**src/rtl/stream_sorter_n.sv**
```systemverilog
// ----------------------------------------------------------------------------
// stream_sorter_n
//   Block sorter. Collects pNUM words from the input AXI-Stream, sorts them
//   with an odd-even transposition network (one pass per cycle, pNUM passes),
//   then streams the sorted block out with full backpressure support.
//   Sort direction and signedness are configured over AXI-Lite.
//
// Ports
//   axis_clk, axis_rst_n     : clock, asynchronous active-low reset
//   aw*/w*                   : AXI-Lite write (address + data, same cycle)
//   ar*/r*                   : AXI-Lite read (rdata registered)
//   ss_tvalid/tready/tdata/tlast : input stream
//   sm_tvalid/tready/tdata/tlast : output stream
//
// Register map
//   0x00 ap_ctrl : [0] ap_start W1S, [1] ap_done RO/COR, [2] ap_idle RO,
//                  [3] tlast_err RO sticky
//   0x10 cfg     : [0] desc, [1] sgn (writable only while idle)
//   0x18 perf    : cycle counter, present only when SORTER_PERF_CNT_EN is
//                  defined; reads 0 otherwise.
// ----------------------------------------------------------------------------
module stream_sorter_n #(
   parameter int pADDR_WIDTH = 12,
   parameter int pDATA_WIDTH = 32,
   parameter int pNUM        = 10
) (
   input  logic                   axis_clk,
   input  logic                   axis_rst_n,
   input  logic                   awvalid,
   output logic                   awready,
   input  logic [pADDR_WIDTH-1:0] awaddr,
   input  logic                   wvalid,
   output logic                   wready,
   input  logic [pDATA_WIDTH-1:0] wdata,
   input  logic                   arvalid,
   output logic                   arready,
   input  logic [pADDR_WIDTH-1:0] araddr,
   output logic                   rvalid,
   input  logic                   rready,
   output logic [pDATA_WIDTH-1:0] rdata,
   input  logic                   ss_tvalid,
   output logic                   ss_tready,
   input  logic [pDATA_WIDTH-1:0] ss_tdata,
   input  logic                   ss_tlast,
   output logic                   sm_tvalid,
   input  logic                   sm_tready,
   output logic [pDATA_WIDTH-1:0] sm_tdata,
   output logic                   sm_tlast
);

   localparam int CW = $clog2(pNUM);
   localparam logic [CW-1:0] LAST_IDX = CW'(pNUM - 1);
   localparam logic [pADDR_WIDTH-1:0] ADDR_CTRL = pADDR_WIDTH'(12'h000);
   localparam logic [pADDR_WIDTH-1:0] ADDR_CFG  = pADDR_WIDTH'(12'h010);
`ifdef SORTER_PERF_CNT_EN
   localparam logic [pADDR_WIDTH-1:0] ADDR_PERF = pADDR_WIDTH'(12'h018);
`endif

   typedef enum logic [1:0] {
      S_IDLE = 2'd0,
      S_LOAD = 2'd1,
      S_SORT = 2'd2,
      S_OUT  = 2'd3
   } state_t;

   // Magnitude compare in either signed or unsigned interpretation.
   function automatic logic is_greater(input logic [pDATA_WIDTH-1:0] a,
                                       input logic [pDATA_WIDTH-1:0] b,
                                       input logic                   sgn);
      logic res;
      if (sgn) begin
         res = ($signed(a) > $signed(b));
      end else begin
         res = (a > b);
      end
      return res;
   endfunction

   state_t                  state_q, state_d;
   logic [CW-1:0]           cnt_q, cnt_d;
   logic [pDATA_WIDTH-1:0]  elem_q [pNUM];
   logic [pDATA_WIDTH-1:0]  elem_d [pNUM];
   logic [pDATA_WIDTH-1:0]  sorted_s [pNUM];
   logic [pNUM-2:0]         swap_s;

   logic desc_q, desc_d, sgn_q, sgn_d;
   logic run_desc_q, run_desc_d, run_sgn_q, run_sgn_d;
   logic ap_done_q, ap_done_d, tlast_err_q, tlast_err_d;
   logic rvalid_q, rvalid_d;
   logic [pDATA_WIDTH-1:0] rdata_q, rdata_d, rd_val_s;
   logic ss_tready_q, ss_tready_d, sm_tvalid_q, sm_tvalid_d, sm_tlast_q, sm_tlast_d;
   logic [pDATA_WIDTH-1:0] sm_tdata_q, sm_tdata_d;
`ifdef SORTER_PERF_CNT_EN
   logic [31:0] perf_q, perf_d;
`endif

   logic wr_hs_s, ar_hs_s, start_s, in_hs_s, out_hs_s, done_set_s;
   logic unused_s;

   // The write channel completes only when address and data arrive together.
   assign awready  = awvalid & wvalid;
   assign wready   = awvalid & wvalid;
   assign arready  = ~rvalid_q;
   assign rvalid   = rvalid_q;
   assign rdata    = rdata_q;
   assign ss_tready = ss_tready_q;
   assign sm_tvalid = sm_tvalid_q;
   assign sm_tdata  = sm_tdata_q;
   assign sm_tlast  = sm_tlast_q;

   assign wr_hs_s    = awvalid & wvalid;
   assign ar_hs_s    = arvalid & ~rvalid_q;
   assign start_s    = wr_hs_s & (awaddr == ADDR_CTRL) & wdata[0] & (state_q == S_IDLE);
   assign in_hs_s    = ss_tvalid & ss_tready_q;
   assign out_hs_s   = sm_tvalid_q & sm_tready;
   assign done_set_s = (state_q == S_OUT) & out_hs_s & (cnt_q == LAST_IDX);
   assign unused_s   = ^{wdata[pDATA_WIDTH-1:2]};

   // One transposition pass: pair parity follows the pass number.
   always_comb begin
      swap_s = '0;
      for (int i = 0; i < pNUM - 1; i++) begin
         swap_s[i] = ((i % 2) == int'(cnt_q[0])) &&
                     (run_desc_q ? is_greater(elem_q[i+1], elem_q[i], run_sgn_q)
                                 : is_greater(elem_q[i], elem_q[i+1], run_sgn_q));
      end
   end

   // Apply the swap decisions; pairs never overlap within a pass.
   always_comb begin
      sorted_s[0] = swap_s[0] ? elem_q[1] : elem_q[0];
      for (int k = 1; k < pNUM - 1; k++) begin
         sorted_s[k] = swap_s[k]   ? elem_q[k+1] :
                       swap_s[k-1] ? elem_q[k-1] : elem_q[k];
      end
      sorted_s[pNUM-1] = swap_s[pNUM-2] ? elem_q[pNUM-2] : elem_q[pNUM-1];
   end

   // Next-state logic for the IDLE/LOAD/SORT/OUT sequencer and element store.
   always_comb begin
      state_d = state_q;
      cnt_d   = cnt_q;
      elem_d  = elem_q;
      case (state_q)
         S_IDLE: begin
            if (start_s) begin
               state_d = S_LOAD;
               cnt_d   = '0;
            end else begin
               state_d = S_IDLE;
            end
         end
         S_LOAD: begin
            if (in_hs_s) begin
               elem_d[cnt_q] = ss_tdata;
               if (cnt_q == LAST_IDX) begin
                  state_d = S_SORT;
                  cnt_d   = '0;
               end else begin
                  cnt_d = cnt_q + CW'(1);
               end
            end else begin
               cnt_d = cnt_q;
            end
         end
         S_SORT: begin
            elem_d = sorted_s;
            if (cnt_q == LAST_IDX) begin
               state_d = S_OUT;
               cnt_d   = '0;
            end else begin
               cnt_d = cnt_q + CW'(1);
            end
         end
         S_OUT: begin
            if (out_hs_s) begin
               if (cnt_q == LAST_IDX) begin
                  state_d = S_IDLE;
                  cnt_d   = '0;
               end else begin
                  cnt_d = cnt_q + CW'(1);
               end
            end else begin
               cnt_d = cnt_q;
            end
         end
         default: begin
            state_d = S_IDLE;
            cnt_d   = '0;
         end
      endcase
   end

   // Stream outputs are registered from the next state so they hold while stalled.
   always_comb begin
      ss_tready_d = (state_d == S_LOAD);
      sm_tvalid_d = (state_d == S_OUT);
      sm_tlast_d  = (state_d == S_OUT) && (cnt_d == LAST_IDX);
      if (state_d == S_OUT) begin
         sm_tdata_d = elem_d[cnt_d];
      end else begin
         sm_tdata_d = '0;
      end
   end

   // Register file, status bits and AXI-Lite read path.
   always_comb begin
      desc_d      = desc_q;
      sgn_d       = sgn_q;
      run_desc_d  = run_desc_q;
      run_sgn_d   = run_sgn_q;
      tlast_err_d = tlast_err_q;
      ap_done_d   = ap_done_q;
      rvalid_d    = rvalid_q;
      rdata_d     = rdata_q;
      rd_val_s    = '0;

      if (wr_hs_s && (awaddr == ADDR_CFG) && (state_q == S_IDLE)) begin
         desc_d = wdata[0];
         sgn_d  = wdata[1];
      end else begin
         desc_d = desc_q;
      end

      // Error flag: tlast must appear exactly on the final beat.
      if (start_s) begin
         run_desc_d  = desc_q;
         run_sgn_d   = sgn_q;
         tlast_err_d = 1'b0;
      end else if (in_hs_s && (ss_tlast != (cnt_q == LAST_IDX))) begin
         tlast_err_d = 1'b1;
      end else begin
         tlast_err_d = tlast_err_q;
      end

      case (araddr)
         ADDR_CTRL: begin
            rd_val_s[1] = ap_done_q | done_set_s;
            rd_val_s[2] = (state_q == S_IDLE);
            rd_val_s[3] = tlast_err_q;
         end
         ADDR_CFG: begin
            rd_val_s[0] = desc_q;
            rd_val_s[1] = sgn_q;
         end
`ifdef SORTER_PERF_CNT_EN
         ADDR_PERF: begin
            rd_val_s = pDATA_WIDTH'(perf_q);
         end
`endif
         default: begin
            rd_val_s = '0;
         end
      endcase

      // A read that coincides with done being set must not lose the event.
      if (done_set_s) begin
         ap_done_d = 1'b1;
      end else if (ar_hs_s && (araddr == ADDR_CTRL)) begin
         ap_done_d = 1'b0;
      end else begin
         ap_done_d = ap_done_q;
      end

      if (ar_hs_s) begin
         rvalid_d = 1'b1;
         rdata_d  = rd_val_s;
      end else if (rvalid_q && rready) begin
         rvalid_d = 1'b0;
      end else begin
         rvalid_d = rvalid_q;
      end
   end

`ifdef SORTER_PERF_CNT_EN
   // Saturating run-length counter, restarted by each accepted ap_start.
   always_comb begin
      if (start_s) begin
         perf_d = 32'd0;
      end else if ((state_q != S_IDLE) && (perf_q != 32'hFFFF_FFFF)) begin
         perf_d = perf_q + 32'd1;
      end else begin
         perf_d = perf_q;
      end
   end

   // Performance counter register.
   always_ff @(posedge axis_clk or negedge axis_rst_n) begin
      if (!axis_rst_n) begin
         perf_q <= 32'd0;
      end else begin
         perf_q <= perf_d;
      end
   end
`endif

   // Sequencer state, counters, element store and stream output registers.
   always_ff @(posedge axis_clk or negedge axis_rst_n) begin
      if (!axis_rst_n) begin
         state_q     <= S_IDLE;
         cnt_q       <= '0;
         for (int i = 0; i < pNUM; i++) begin
            elem_q[i] <= '0;
         end
         ss_tready_q <= 1'b0;
         sm_tvalid_q <= 1'b0;
         sm_tlast_q  <= 1'b0;
         sm_tdata_q  <= '0;
      end else begin
         state_q     <= state_d;
         cnt_q       <= cnt_d;
         elem_q      <= elem_d;
         ss_tready_q <= ss_tready_d;
         sm_tvalid_q <= sm_tvalid_d;
         sm_tlast_q  <= sm_tlast_d;
         sm_tdata_q  <= sm_tdata_d;
      end
   end

   // Control/status and AXI-Lite read registers.
   always_ff @(posedge axis_clk or negedge axis_rst_n) begin
      if (!axis_rst_n) begin
         desc_q      <= 1'b0;
         sgn_q       <= 1'b0;
         run_desc_q  <= 1'b0;
         run_sgn_q   <= 1'b0;
         tlast_err_q <= 1'b0;
         ap_done_q   <= 1'b0;
         rvalid_q    <= 1'b0;
         rdata_q     <= '0;
      end else begin
         desc_q      <= desc_d;
         sgn_q       <= sgn_d;
         run_desc_q  <= run_desc_d;
         run_sgn_q   <= run_sgn_d;
         tlast_err_q <= tlast_err_d;
         ap_done_q   <= ap_done_d;
         rvalid_q    <= rvalid_d;
         rdata_q     <= rdata_d;
      end
   end

endmodule

```
**config.mk**
```make
export PLATFORM = sky130hd
export DESIGN_NAME = stream_sorter_n
export DESIGN_NICKNAME = d
export VERILOG_FILES = /design/src/rtl/stream_sorter_n.sv
export SDC_FILE = /design/constraint.sdc
export NUM_CORES = 2
export LEC_CHECK = 0
export BUFFER_PORTS_ARGS = -buffer_cell sky130_fd_sc_hd__buf_2
export CELL_PAD_IN_SITES_DETAIL_PLACEMENT = 1
export CELL_PAD_IN_SITES_GLOBAL_PLACEMENT = 1
export CORE_MARGIN = 3
export CORE_UTILIZATION = 49
export DETAILED_ROUTE_END_ITERATION = 16
export PLACE_DENSITY_LB_ADDON = 0.1
export SYNTH_ARGS = -nofsm -noshare
export SYNTH_HDL_FRONTEND = slang
export SYNTH_SLANG_ARGS = --single-unit
export TNS_END_PERCENT = 30
```
**constraint.sdc**
```tcl
create_clock -name axis_clk -period 5.2 [get_ports axis_clk]
set_clock_uncertainty 0.2 [all_clocks]
set_input_delay 0.52 -clock axis_clk [delete_from_list [all_inputs] [get_ports axis_clk]]
set_output_delay 0.52 -clock axis_clk [all_outputs]
set_load 0.01 [all_outputs]
```
==> flow_metrics.py <==
metrics = {
    "clock_tree": {
        "cts_setup_buffers": 0,
        "clkSinkCount": 372,
        "numCtsBuffers": 51,
        "root_buffer": "clkbuf_16",
        "cts_buffer_depth": 3,
        "path_clk_slew_ps": 60,
        "cts_tree": "built",
        "htree_levels": 2,
        "clock_latency_ps": 630,
    },
    "power_and_ir_drop": {
        "p_clk_frac": 0.119,
        "total_power_mw": 33.6,
        "power_density_nw_per_um2": 751,
        "switching_power_mw": 18.5,
        "power_frac_comb": 0.708,
        "swShare": 0.551,
        "seqPwrFrac": 0.173,
        "leakagePower_nw": 20.6,
        "ir_worst_vdd_mv": 0.469,
        "intPower_mw": 15.1,
    },
    "floorplan": {
        "pin_count": 168,
        "start_util": 0.499,
        "die_area_sq_um": 83000,
        "core-area_sq_um": 78100,
        "rows": 102,
        "die_h_um": 288,
        "die_w_um": 288,
    },
    "logic_synthesis": {
        "ys_seq_area_frac": 0.239,
        "ys_ff_latch": 372,
        "synth_flop_cell": "dfrtp_1",
        "synth_top_area_frac": 0.239,
        "synth_top_cell_by_area": "dfrtp_1",
        "async_flop_share": 1.00,
        "synth.distinct_cells": 88,
        "postSynthAreaPerCell_sq_um": 8.04,
        "syn_inst": 4852,
        "yosys_warnings": 0,
        "synth.area.top_cells": "dfrtp_1 (24%), ha_1 (19%), a21oi_1 (5.9%)",
        "syn_area_sq_um": 39000,
        "synth_edf_count": 0,
    },
    "global_routing": {
        "grt_util_all_layers": 0.461,
        "overflow": 0,
        "grt_antenna_before_repair": 3,
        "grt_max_degree": 92,
        "grt_pass1_vias": 44300,
        "grt_pass1_wl_mm": 288,
    },
    "place": {
        "dp_hpwl_mm": 148,
        "portBuffers": 109,
        "place.gp.congestion": 1.03,
        "pre_cts_ws_ps": 42.2,
    },
    "route": {
        "drt_iter0_markers": 5092,
        "firstDrtPassIters": 8,
        "wl_mm": 196,
        "drc": 0,
        "ant_nets": 0,
        "via_per_inst": 7.13,
        "num_vias": 43900,
        "wl_per_cell_um": 31.9,
    },
    "timing": {
        "worstMarginPinSlew_ps": 906,
        "worst_slack_ps": 18.3,
        "max_freq_ghz": 0.193,
        "tns_ps": 0,
        "relSlewSlack": 0.394,
        "setup_viol_count_final": 0,
        "slew_viol_final": 0,
        "finalCriticalPeriod_ps": 5180,
        "fin_crit_sh": 0.996,
        "hold_viol": 0,
    },
    "final_layout": {
        "drive_gt1_frac": 0.128,
        "fillers": 9531,
        "multiInputGateArea_sq_um": 27100,
        "ff_latch_area_sq_um": 9310,
        "area_growth_pct": 14.8,
        "nets": 5753,
        "post-route-util": 0.573,
    },
    "status": {
        "outcome": "finished, final reports clean",
    },
    "worst_setup_path": {
        "required_ps": 5450,
        "worstPathMaxFanout": 40,
        "crit_arrival_ps": 5430,
        "crit_type": "flip-flop to flip-flop",
        "cp-end-kind": "flip-flop",
        "startpoint_type": "flip-flop",
    },
    "run": {
        "cap_violations": 0,
    },
    "hold_path": {
        "hp-class": "primary input to flip-flop",
    },
}
## layer usage
layer,global-route usage,share of wire
met1,0.575,0.38
met2,0.707,0.43
met3,0.0747,0.091
met4,0.365,0.096
met5,0,0
## worst paths after layout
path	to	startpoint	depth (start not counted)	slack [ps]
max	sm_tdata[12]$_DFF_PN0_	elem_q[127]$_DFF_PN0_	14	20
min	tlast_err_q$_DFFE_PN0P_	ss_tlast	4	80
max reg2reg	sm_tdata[12]$_DFF_PN0_	elem_q[127]$_DFF_PN0_	14	20
min reg2reg	rdata[2]$_DFFE_PN0P_	rdata[2]$_DFFE_PN0P_	1	300
max in group asynchronous	elem_q[275]$_DFF_PN0_	axis_rst_n	3	3260
min in group asynchronous	elem_q[25]$_DFF_PN0_	axis_rst_n	2	240
## power by group through the flow
| stage | registers (mW) | logic [mW] | clock network (mW) |
|---|---|---|---|
| after detailed placement | 5.77 | 22.6 | 0 |
| after global placement | 5.71 | 21.8 | 0 |
| after CTS | 5.73 | 22.9 | 4.00 |
| after global routing | 5.95 | 25.5 | 4.11 |
| after floorplan | 5.34 | 14.2 | 0 |
| final | 5.80 | 23.8 | 4.00 |
## synthesized netlist by cell type (all sizes together), types with 36 or more instances
master  number
ha         580
a21oi      459
nand2      412
inv        376
dfrtp      372
o21ai      369
nor2       345
clkbuf     246
a22o       229
a22oi      197
mux2i      123
nand3      119
buf        102
o221ai      79
nand4       72
a31oi       66
o22ai       60
o211ai      54
a21o        51
a211oi      43
a221o       43
a222oi      39
a221oi      36
## stage by stage
stage          cell area [sq um]  std cells  hold WS, ps
2_1_floorplan              39100       4879         24.4
3_3_place_gp               42800       6058          255
3_5_place_dp               42800       6058          265
4_1_cts                    44700       6158         69.0
5_1_grt                    44700       6158          126
6_report                   44800       6162         77.7
## critical path: stages (launching register included)
cell      delay [ps]
dfrtp_1          510
inv_1            170
ha_1             450
nand4_1          250
nor4_1           760
o31ai_1          300
a21o_1           250
a31oi_1          220
or2_4            200
buf_12           220
nand2_1          130
buf_4            230
o221ai_1         320
o22ai_1          180
o31ai_1          570
## cell type report
type	instances	area share
Inverter	378	0.0318
Clock buffer	80	0.0353
Antenna cell	4	0.000224
Multi-Input combinational cell	3781	0.607
Clock inverter	15	0.00573
Tap cell	1040	0.0291
Sequential cell	372	0.208
Timing Repair Buffer	492	0.0834
## timing repair
action / CTS / global route
setup endpoints to repair: 0 / 21
hold buffers: 5 / 0
endpoints found under the hold margin: 60 / 0
resized for setup: 0 / 16
## registers in the layout, indices dropped and copies added, names as in the netlist
signal / count
rdata: 4
run_desc_q: 1
desc_q: 1
sgn_q: 1
rvalid: 1
state_q: 2
sm_tvalid: 1
ap_done_q: 1
sm_tlast: 1
tlast_err_q: 1
elem_q: 320
run_sgn_q: 1
cnt_q: 4
sm_tdata: 32
ss_tready: 1
## logic make-up after synthesis
kind of cell,share of synthesized area
AO/OA/AOI/OAI,0.334
AND/OR/NAND/NOR,0.133
buffers and inverters,0.0743
adder cells (fa/ha/maj),0.186
flip-flops,0.239
multiplexers,0.0333
other,0.0000962
XOR/XNOR,0.000225
## cell usage in the layout (no fill, tap or decap), drive strengths merged, types with 9 or more instances in the layout
cell type	n
ha	580
buf	487
a21oi	459
nand2	412
inv	377
dfrtp	372
o21ai	369
nor2	345
a22o	229
a22oi	197
mux2i	123
nand3	119
clkbuf	80
o221ai	79
nand4	72
a31oi	66
o22ai	60
o211ai	54
a21o	51
a221o	43
a211oi	43
a222oi	39
a221oi	36
nor3	33
conb	28
and3	26
nor4	26
nand2b	24
nor2b	19
and4	19
o2111ai	17
o31ai	16
a2111oi	14
o21bai	13
and2	12
or3	11
a21boi	10
a2bb2oi	10
or4	9
Power figures use the tool's default switching activity.
